### config.mk
export PLATFORM = sky130hd
export DESIGN_NAME = x7seg_scan_n_flat
export DESIGN_NICKNAME = d
export VERILOG_FILES = /design/src/rtl/x7seg_scan_n_if.sv /design/src/rtl/x7seg_scan_n.sv /design/src/flat_wrapper.sv
export SDC_FILE = /design/constraint.sdc
export NUM_CORES = 1
export LEC_CHECK = 0
export ABC_AREA = 1
export BUFFER_PORTS_ARGS = -buffer_cell sky130_fd_sc_hd__buf_2
export CAP_MARGIN = 20
export CORE_MARGIN = 4
export CORE_UTILIZATION = 60
export DETAILED_ROUTE_END_ITERATION = 6
export PLACE_DENSITY = 0.8
export SYNTH_ARGS = -nofsm -noshare
export SYNTH_HDL_FRONTEND = slang
export SYNTH_SLANG_ARGS = --single-unit
### constraint.sdc
create_clock -name clk -period 6.1 [get_ports clk]
set_input_delay 1.22 -clock clk [delete_from_list [all_inputs] [get_ports clk]]
set_output_delay 1.22 -clock clk [all_outputs]
set_load 0.05 [all_outputs]
### src/rtl/x7seg_scan_n_if.sv
// Control and display bundle for the multiplexed 7-segment driver.
// The producer side drives value/mode/attributes; the driver returns status and pin levels.
interface x7seg_scan_n_if #(
  parameter int NDIGITS = 4,
  parameter int BIN_W   = 14
);
  logic [BIN_W-1:0]   x;
  logic               load;
  logic               dec_mode;
  logic               blank_lz;
  logic [NDIGITS-1:0] dp;
  logic [NDIGITS-1:0] blink;
  logic               busy;
  logic               ovf;
  logic [6:0]         g_to_a;
  logic               dp_n;
  logic [NDIGITS-1:0] an;

  modport master (
    output x, load, dec_mode, blank_lz, dp, blink,
    input  busy, ovf, g_to_a, dp_n, an
  );

  modport slave (
    input  x, load, dec_mode, blank_lz, dp, blink,
    output busy, ovf, g_to_a, dp_n, an
  );
endinterface

### src/rtl/x7seg_scan_n.sv
// N-digit multiplexed common-anode 7-segment driver with hex/decimal display,
// sequential shift-add-3 BCD conversion, leading-zero blanking, blink and overflow dashes.
module x7seg_scan_n #(
  parameter int NDIGITS   = 4,
  parameter int BIN_W     = 14,
  parameter int DIV_BITS  = 18,
  parameter int BLINK_BIT = 24
) (
  input  logic           clk,
  input  logic           clr,
  x7seg_scan_n_if.slave  bus
);

  localparam int DW    = 4 * NDIGITS;
  localparam int IDX_W = $clog2(NDIGITS);
  localparam int CNT_W = (BIN_W > 1) ? $clog2(BIN_W) : 1;

  typedef enum logic {
    S_IDLE,
    S_CONV
  } state_t;

  state_t             state;
  state_t             state_next;

  logic [BIN_W-1:0]   sh;
  logic [DW-1:0]      bcd;
  logic [DW-1:0]      adj;
  logic [DW-1:0]      bcd_next;
  logic [CNT_W-1:0]   cnt;
  logic               ovf_work;
  logic               ovf_next;
  logic               load_ok;
  logic               conv_last;

  logic [DW-1:0]      disp;
  logic               ovf_r;

  logic [DIV_BITS-1:0] presc;
  logic [BLINK_BIT:0]  blink_cnt;
  logic [IDX_W-1:0]    idx;

  logic [NDIGITS-1:0] upper_zero;
  logic               all_zero;
  logic [3:0]         nib;
  logic               dp_sel;
  logic               blink_sel;
  logic               uz_sel;
  logic               dark;
  logic [NDIGITS-1:0] an_next;
  logic [6:0]         seg_next;
  logic               dp_n_next;

  logic [NDIGITS-1:0] an_r;
  logic [6:0]         seg_r;
  logic               dp_n_r;

  function automatic logic [6:0] seg_font(input logic [3:0] d);
    case (d)
      4'h0: seg_font = 7'b1000000;
      4'h1: seg_font = 7'b1111001;
      4'h2: seg_font = 7'b0100100;
      4'h3: seg_font = 7'b0110000;
      4'h4: seg_font = 7'b0011001;
      4'h5: seg_font = 7'b0010010;
      4'h6: seg_font = 7'b0000010;
      4'h7: seg_font = 7'b1111000;
      4'h8: seg_font = 7'b0000000;
      4'h9: seg_font = 7'b0010000;
      4'hA: seg_font = 7'b0001000;
      4'hB: seg_font = 7'b0000011;
      4'hC: seg_font = 7'b1000110;
      4'hD: seg_font = 7'b0100001;
      4'hE: seg_font = 7'b0000110;
      default: seg_font = 7'b0001110;
    endcase
  endfunction

  // A load is only honoured while idle, so an in-flight conversion can never be disturbed.
  assign load_ok   = bus.load && (state == S_IDLE);
  assign conv_last = (state == S_CONV) && (cnt == CNT_W'(BIN_W - 1));

  always_ff @(posedge clk or posedge clr) begin
    if (clr) begin
      state <= S_IDLE;
    end else begin
      state <= state_next;
    end
  end

  always_comb begin
    state_next = state;
    case (state)
      S_IDLE: if (load_ok && bus.dec_mode) state_next = S_CONV;
      S_CONV: if (conv_last) state_next = S_IDLE;
      default: state_next = S_IDLE;
    endcase
  end

  // One double-dabble step; a 1 leaving the top nibble means the value needs more digits.
  always_comb begin
    adj = bcd;
    for (int i = 0; i < NDIGITS; i++) begin
      if (bcd[4*i +: 4] >= 4'd5) adj[4*i +: 4] = bcd[4*i +: 4] + 4'd3;
    end
    bcd_next = {adj[DW-2:0], sh[BIN_W-1]};
    ovf_next = ovf_work | adj[DW-1];
  end

  always_ff @(posedge clk or posedge clr) begin
    if (clr) begin
      sh       <= '0;
      bcd      <= '0;
      cnt      <= '0;
      ovf_work <= 1'b0;
      disp     <= '0;
      ovf_r    <= 1'b0;
    end else begin
      if (load_ok && !bus.dec_mode) begin
        disp  <= DW'(bus.x);
        ovf_r <= 1'b0;
      end
      if (load_ok && bus.dec_mode) begin
        sh       <= bus.x;
        bcd      <= '0;
        cnt      <= '0;
        ovf_work <= 1'b0;
      end else if (state == S_CONV) begin
        sh       <= sh << 1;
        bcd      <= bcd_next;
        cnt      <= cnt + CNT_W'(1);
        ovf_work <= ovf_next;
        if (conv_last) begin
          disp  <= bcd_next;
          ovf_r <= ovf_next;
        end
      end
    end
  end

  always_ff @(posedge clk or posedge clr) begin
    if (clr) begin
      presc     <= '0;
      blink_cnt <= '0;
      idx       <= '0;
    end else begin
      presc     <= presc + DIV_BITS'(1);
      blink_cnt <= blink_cnt + (BLINK_BIT + 1)'(1);
      if (&presc) begin
        idx <= (idx == IDX_W'(NDIGITS - 1)) ? '0 : idx + IDX_W'(1);
      end
    end
  end

  // upper_zero[i] is set when digit i and everything above it is zero.
  always_comb begin
    all_zero   = 1'b1;
    upper_zero = '0;
    for (int i = NDIGITS - 1; i >= 0; i--) begin
      all_zero      = all_zero && (disp[4*i +: 4] == 4'd0);
      upper_zero[i] = all_zero;
    end
  end

  always_comb begin
    nib       = '0;
    dp_sel    = 1'b0;
    blink_sel = 1'b0;
    uz_sel    = 1'b0;
    for (int i = 0; i < NDIGITS; i++) begin
      if (idx == IDX_W'(i)) begin
        nib       = disp[4*i +: 4];
        dp_sel    = bus.dp[i];
        blink_sel = bus.blink[i];
        uz_sel    = upper_zero[i];
      end
    end

    dark = (bus.blank_lz && !ovf_r && (idx != '0) && uz_sel) ||
           (blink_sel && blink_cnt[BLINK_BIT]);

    an_next = '1;
    for (int i = 0; i < NDIGITS; i++) begin
      if (!dark && (idx == IDX_W'(i))) an_next[i] = 1'b0;
    end

    if (dark) begin
      seg_next = 7'h7F;
    end else if (ovf_r) begin
      seg_next = 7'b0111111;
    end else begin
      seg_next = seg_font(nib);
    end
    dp_n_next = dark ? 1'b1 : ~dp_sel;
  end

  always_ff @(posedge clk or posedge clr) begin
    if (clr) begin
      an_r   <= '1;
      seg_r  <= 7'h7F;
      dp_n_r <= 1'b1;
    end else begin
      an_r   <= an_next;
      seg_r  <= seg_next;
      dp_n_r <= dp_n_next;
    end
  end

  assign bus.an     = an_r;
  assign bus.g_to_a = seg_r;
  assign bus.dp_n   = dp_n_r;
  assign bus.busy   = (state == S_CONV);
  assign bus.ovf    = ovf_r;

endmodule

### src/flat_wrapper.sv
// flat-port wrapper written by rule: the top's interface ports become plain ports
module x7seg_scan_n_flat 
#(
  parameter int NDIGITS   = 4,
  parameter int BIN_W     = 14,
  parameter int DIV_BITS  = 18,
  parameter int BLINK_BIT = 24
)
  (clk, clr, bus_x, bus_load, bus_dec_mode, bus_blank_lz, bus_dp, bus_blink, bus_busy, bus_ovf, bus_g_to_a, bus_dp_n, bus_an);
  x7seg_scan_n_if #(.NDIGITS(NDIGITS), .BIN_W(BIN_W)) bus_i ();
  input  logic clk;
  input  logic clr;
  input wire logic [$bits(bus_i.x)-1:0] bus_x;
  input wire logic [$bits(bus_i.load)-1:0] bus_load;
  input wire logic [$bits(bus_i.dec_mode)-1:0] bus_dec_mode;
  input wire logic [$bits(bus_i.blank_lz)-1:0] bus_blank_lz;
  input wire logic [$bits(bus_i.dp)-1:0] bus_dp;
  input wire logic [$bits(bus_i.blink)-1:0] bus_blink;
  output wire logic [$bits(bus_i.busy)-1:0] bus_busy;
  output wire logic [$bits(bus_i.ovf)-1:0] bus_ovf;
  output wire logic [$bits(bus_i.g_to_a)-1:0] bus_g_to_a;
  output wire logic [$bits(bus_i.dp_n)-1:0] bus_dp_n;
  output wire logic [$bits(bus_i.an)-1:0] bus_an;
  assign bus_i.x = bus_x;
  assign bus_i.load = bus_load;
  assign bus_i.dec_mode = bus_dec_mode;
  assign bus_i.blank_lz = bus_blank_lz;
  assign bus_i.dp = bus_dp;
  assign bus_i.blink = bus_blink;
  assign bus_busy = bus_i.busy;
  assign bus_ovf = bus_i.ovf;
  assign bus_g_to_a = bus_i.g_to_a;
  assign bus_dp_n = bus_i.dp_n;
  assign bus_an = bus_i.an;
  x7seg_scan_n #(.NDIGITS(NDIGITS), .BIN_W(BIN_W), .DIV_BITS(DIV_BITS), .BLINK_BIT(BLINK_BIT)) u_core (.clk(clk), .clr(clr), .bus(bus_i));
endmodule
==> out/results.tsv <==
stage	metric	value	unit
clock_network	clock_latency	0.38	ns
timing	max_freq	387	MHz
timing	slew_violations	0	
synthesis	synth_warnings	0	
drt	wl	11.3	mm
final_layout	multi_input_area	2510	sq um
final_layout	final_area	6270	sq um
floorplan	die-area	11200	sq um
synthesis	synthTopCellsByArea	dfrtp_1, nand2_1, dfstp_2	
min_path	hp-class	reg2reg	
critical_path	crit_buf_inv	1	
timing	fin_setup_tns	0	ns
synthesis	ys_seq_area_share	48.3	%
synthesis	ys_ff_latch	110	
clock_network	cts_root_buf	clkbuf_8	
clock_network	cts_hold_buf	0	
placed_design	pre_cts_slack	3.30	ns
drt	drtPass1Iterations	5	
critical_path	criticalPathCategory	reg2out	
synthesis	syn_area	5730	sq um
floorplan	std_cell_rows	35	
global_route	antenna_found_initial	0	
critical_path	crit_chain	buf_2	
clock_network	cts_htree_levels	3	
synthesis	synthCells	666	
pwr	pwr-share-seq	41.6	%
critical_path	reg2reg_depth	6	
synthesis	yosysTopAreaCell	dfrtp_1	
timing	period_minus_slack	2.58	ns
final_layout	fin_nets	754	
final_layout	area_delta_synth_final	9.32	%
critical_path	cp-start-kind	flop	
clock_network	cts_tree	done	
floorplan	die-width	106	microns
global_route	grtUsageTotal	21.6	%
min_path	hold_depth	1	
synthesis	yosysUniqueCellTypes	34	
pwr	p_comb_share	39.2	%
drt	avgViaCountPerCell	5.40	
final_layout	drive_gt1_share	15.4	%
pwr	p_leak	3.15	nW
drt	ant_nets	0	
timing	postLayoutSetupSlackWorst	3.52	ns
pwr	p_clk_share	19.1	%
global_route	grt_pass1_wl	19.7	mm
critical_path	cp_max_fo	14	
drt	vias	4529	
critical_path	path_delay_family	flip-flops	
floorplan	io_pins	41	
clock_network	cts_buffer_depth	2	
final_layout	num_antenna_cells	0	
run_status	status	finished, final reports clean	
global_route	gr-total-overflow	0	
synthesis	synth_fp_nets	715	
final_layout	mostFrequentLayoutCell	nand2_1	
synthesis	syn_area_per_cell	8.61	sq um
critical_path	critPathCaptureType	output port	
placed_design	dpl.hpwl	8.28	mm
global_route	grt_pass1_vias	4294	
pwr	p_int	0.00150	W
timing	finalSetupViolCount	0	
placed_design	globalplace.congestion	0.875	
timing	worst_slew_margin_rel	50.3	%
clock_network	clkTransAtPathRegs	0.10	ns
pwr	p_per_area	404	nW/um^2
clock_network	post_cts_resize_count	0	
clock_network	postCtsSetupBuffers	0	
critical_path	required	4.88	ns
pwr	net-switching-power	0.00103	W
pwr	swShare	40.7	%
timing	rsz0062_at_grt	false	
floorplan	start_util	61.8	%
global_route	grt_max_degree	62	
critical_path	critPathArrivalTime	1.36	ns
floorplan	die_height	106	microns
critical_path	critPathSlowestCell	dfrtp_1	
synthesis	yosysTopAreaCellShare	42.8	%
placed_design	dpl_cell_area	6030	sq um
floorplan	coreArea	9280	sq um
final_layout	ff_latch_area	2770	sq um
drt	wl_per_cell	13.4	microns
clock_network	clock-sinks	110	
timing	post-route-period-util	42.3	%
clock_network	cts_made_buffers	9	
critical_path	crit_path_max_incr_delay	0.64	ns
timing	skew	0.0150	ns
final_layout	mostFrequentLayoutCells	nand2_1, dfrtp_1, inv_1, nand3_1, buf_2	
pwr	irDropWorstVdd	0.000224	V
placed_design	port_buffers	40	
drt	drt_iter0_drc	278	
timing	tightest_slew	0.745	ns
flow_run	maxCapViolations	0	
final_layout	nFillCells	763	
critical_path	worst-path-stages	1	
timing	finalHoldViolCount	0	
drt	drc	0	
## worst paths after layout
check / endpoint / slack [ns] / start
max: bus_busy / 3.52 / u_core.bus.busy$_DFF_PP0_
min: u_core.presc[14]$_DFF_PP0_ / 0.47 / u_core.presc[14]$_DFF_PP0_
max reg2reg: u_core.sh[1]$_DFFE_PP0P_ / 3.60 / u_core.bus.busy$_DFF_PP0_
min reg2reg: u_core.presc[14]$_DFF_PP0_ / 0.47 / u_core.presc[14]$_DFF_PP0_
max in group asynchronous: u_core.sh[0]$_DFFE_PP0P_ / 4.02 / clr
min in group asynchronous: u_core.presc[13]$_DFF_PP0_ / 0.90 / clr
## sequential cells by signal, summed over array words and instances, names as in the netlist
signal             count
u_core.blink_cnt      25
u_core.presc          18
u_core.bcd            16
u_core.disp           16
u_core.sh             14
u_core.bus.g_to_a      7
u_core.bus.an          4
u_core.cnt             4
u_core.idx             2
u_core.bus.busy        1
u_core.bus.dp_n        1
u_core.bus.ovf         1
u_core.ovf_work        1
## Yosys cell counts
library cell	number
a21oi_1	30
a21oi_4	1
and3_1	1
buf_2	10
buf_6	1
clkbuf_1	3
clkinv_1	2
dfrtp_1	98
dfstp_2	12
ha_1	22
inv_1	82
inv_2	18
nand2_1	151
nand2_2	4
nand2_4	1
nand3_1	46
nand3_2	4
nand3b_1	3
nand4_1	7
nor2_1	28
nor2_2	3
nor2_4	2
nor3_1	11
nor3_2	4
nor3_4	2
nor3b_1	1
o211ai_1	5
o21ai_0	20
o21ai_1	19
o221ai_1	12
o22ai_1	17
or2_1	2
xnor2_1	15
xor2_1	29
## area by class of cell
type / count / area share [%]
flip-flops and latches: 110 / 44.2
multi-input cells: 440 / 40.1
inverters: 102 / 6.15
repair buffers: 42 / 3.55
well taps: 129 / 2.57
clock buffers: 10 / 2.20
clock inverters: 5 / 1.32
## power groups by stage
stage / logic [W] / clock network (W) / registers (W)
5_1_grt: 0.00113 / 0.000528 / 0.00108
2_1_floorplan: 0.000694 / 0 / 0.00113
3_3_place_gp: 0.000939 / 0 / 0.00106
6_report: 0.000993 / 0.000484 / 0.00105
4_1_cts: 0.000989 / 0.000496 / 0.00105
3_5_place_dp: 0.000987 / 0 / 0.00106
## through the flow
step | utilization [%] | hold slack [ns] | std cells | total power (W)
detailed placement | 65.0 | 0.463 | 822 | 0.00205
floorplan | - | 0.441 | 666 | 0.00182
global route | 67.5 | 0.503 | 838 | 0.00274
finish | 67.5 | 0.473 | 838 | 0.00253
global placement | 65.0 | 0.453 | 822 | 0.00200
CTS | 67.4 | 0.477 | 837 | 0.00254
## per-layer routing
layer | up-vias | global-route usage, % | routed length (microns) | part of all wire, %
met5 | - | 0 | 0 | 0
li1 | 2235 | - | - | -
met1 | 2165 | 29.9 | 5090 | 45
met4 | 0 | 5.46 | 87 | 0.77
met3 | 8 | 5.76 | 627 | 5.6
met2 | 121 | 34.1 | 5450 | 48
## cells by family (layout without fill, tap and decap cells)
family	count (synthesis)	after routing	share of synthesized area, %
flops	110	110	48.3
xor+xnor	44	44	6.72
buf+inv	116	159	7.94
fa+ha+maj	22	22	4.80
simple gates	270	270	21.6
compound gates	104	104	10.6
(Power assumes the default switching activity.)
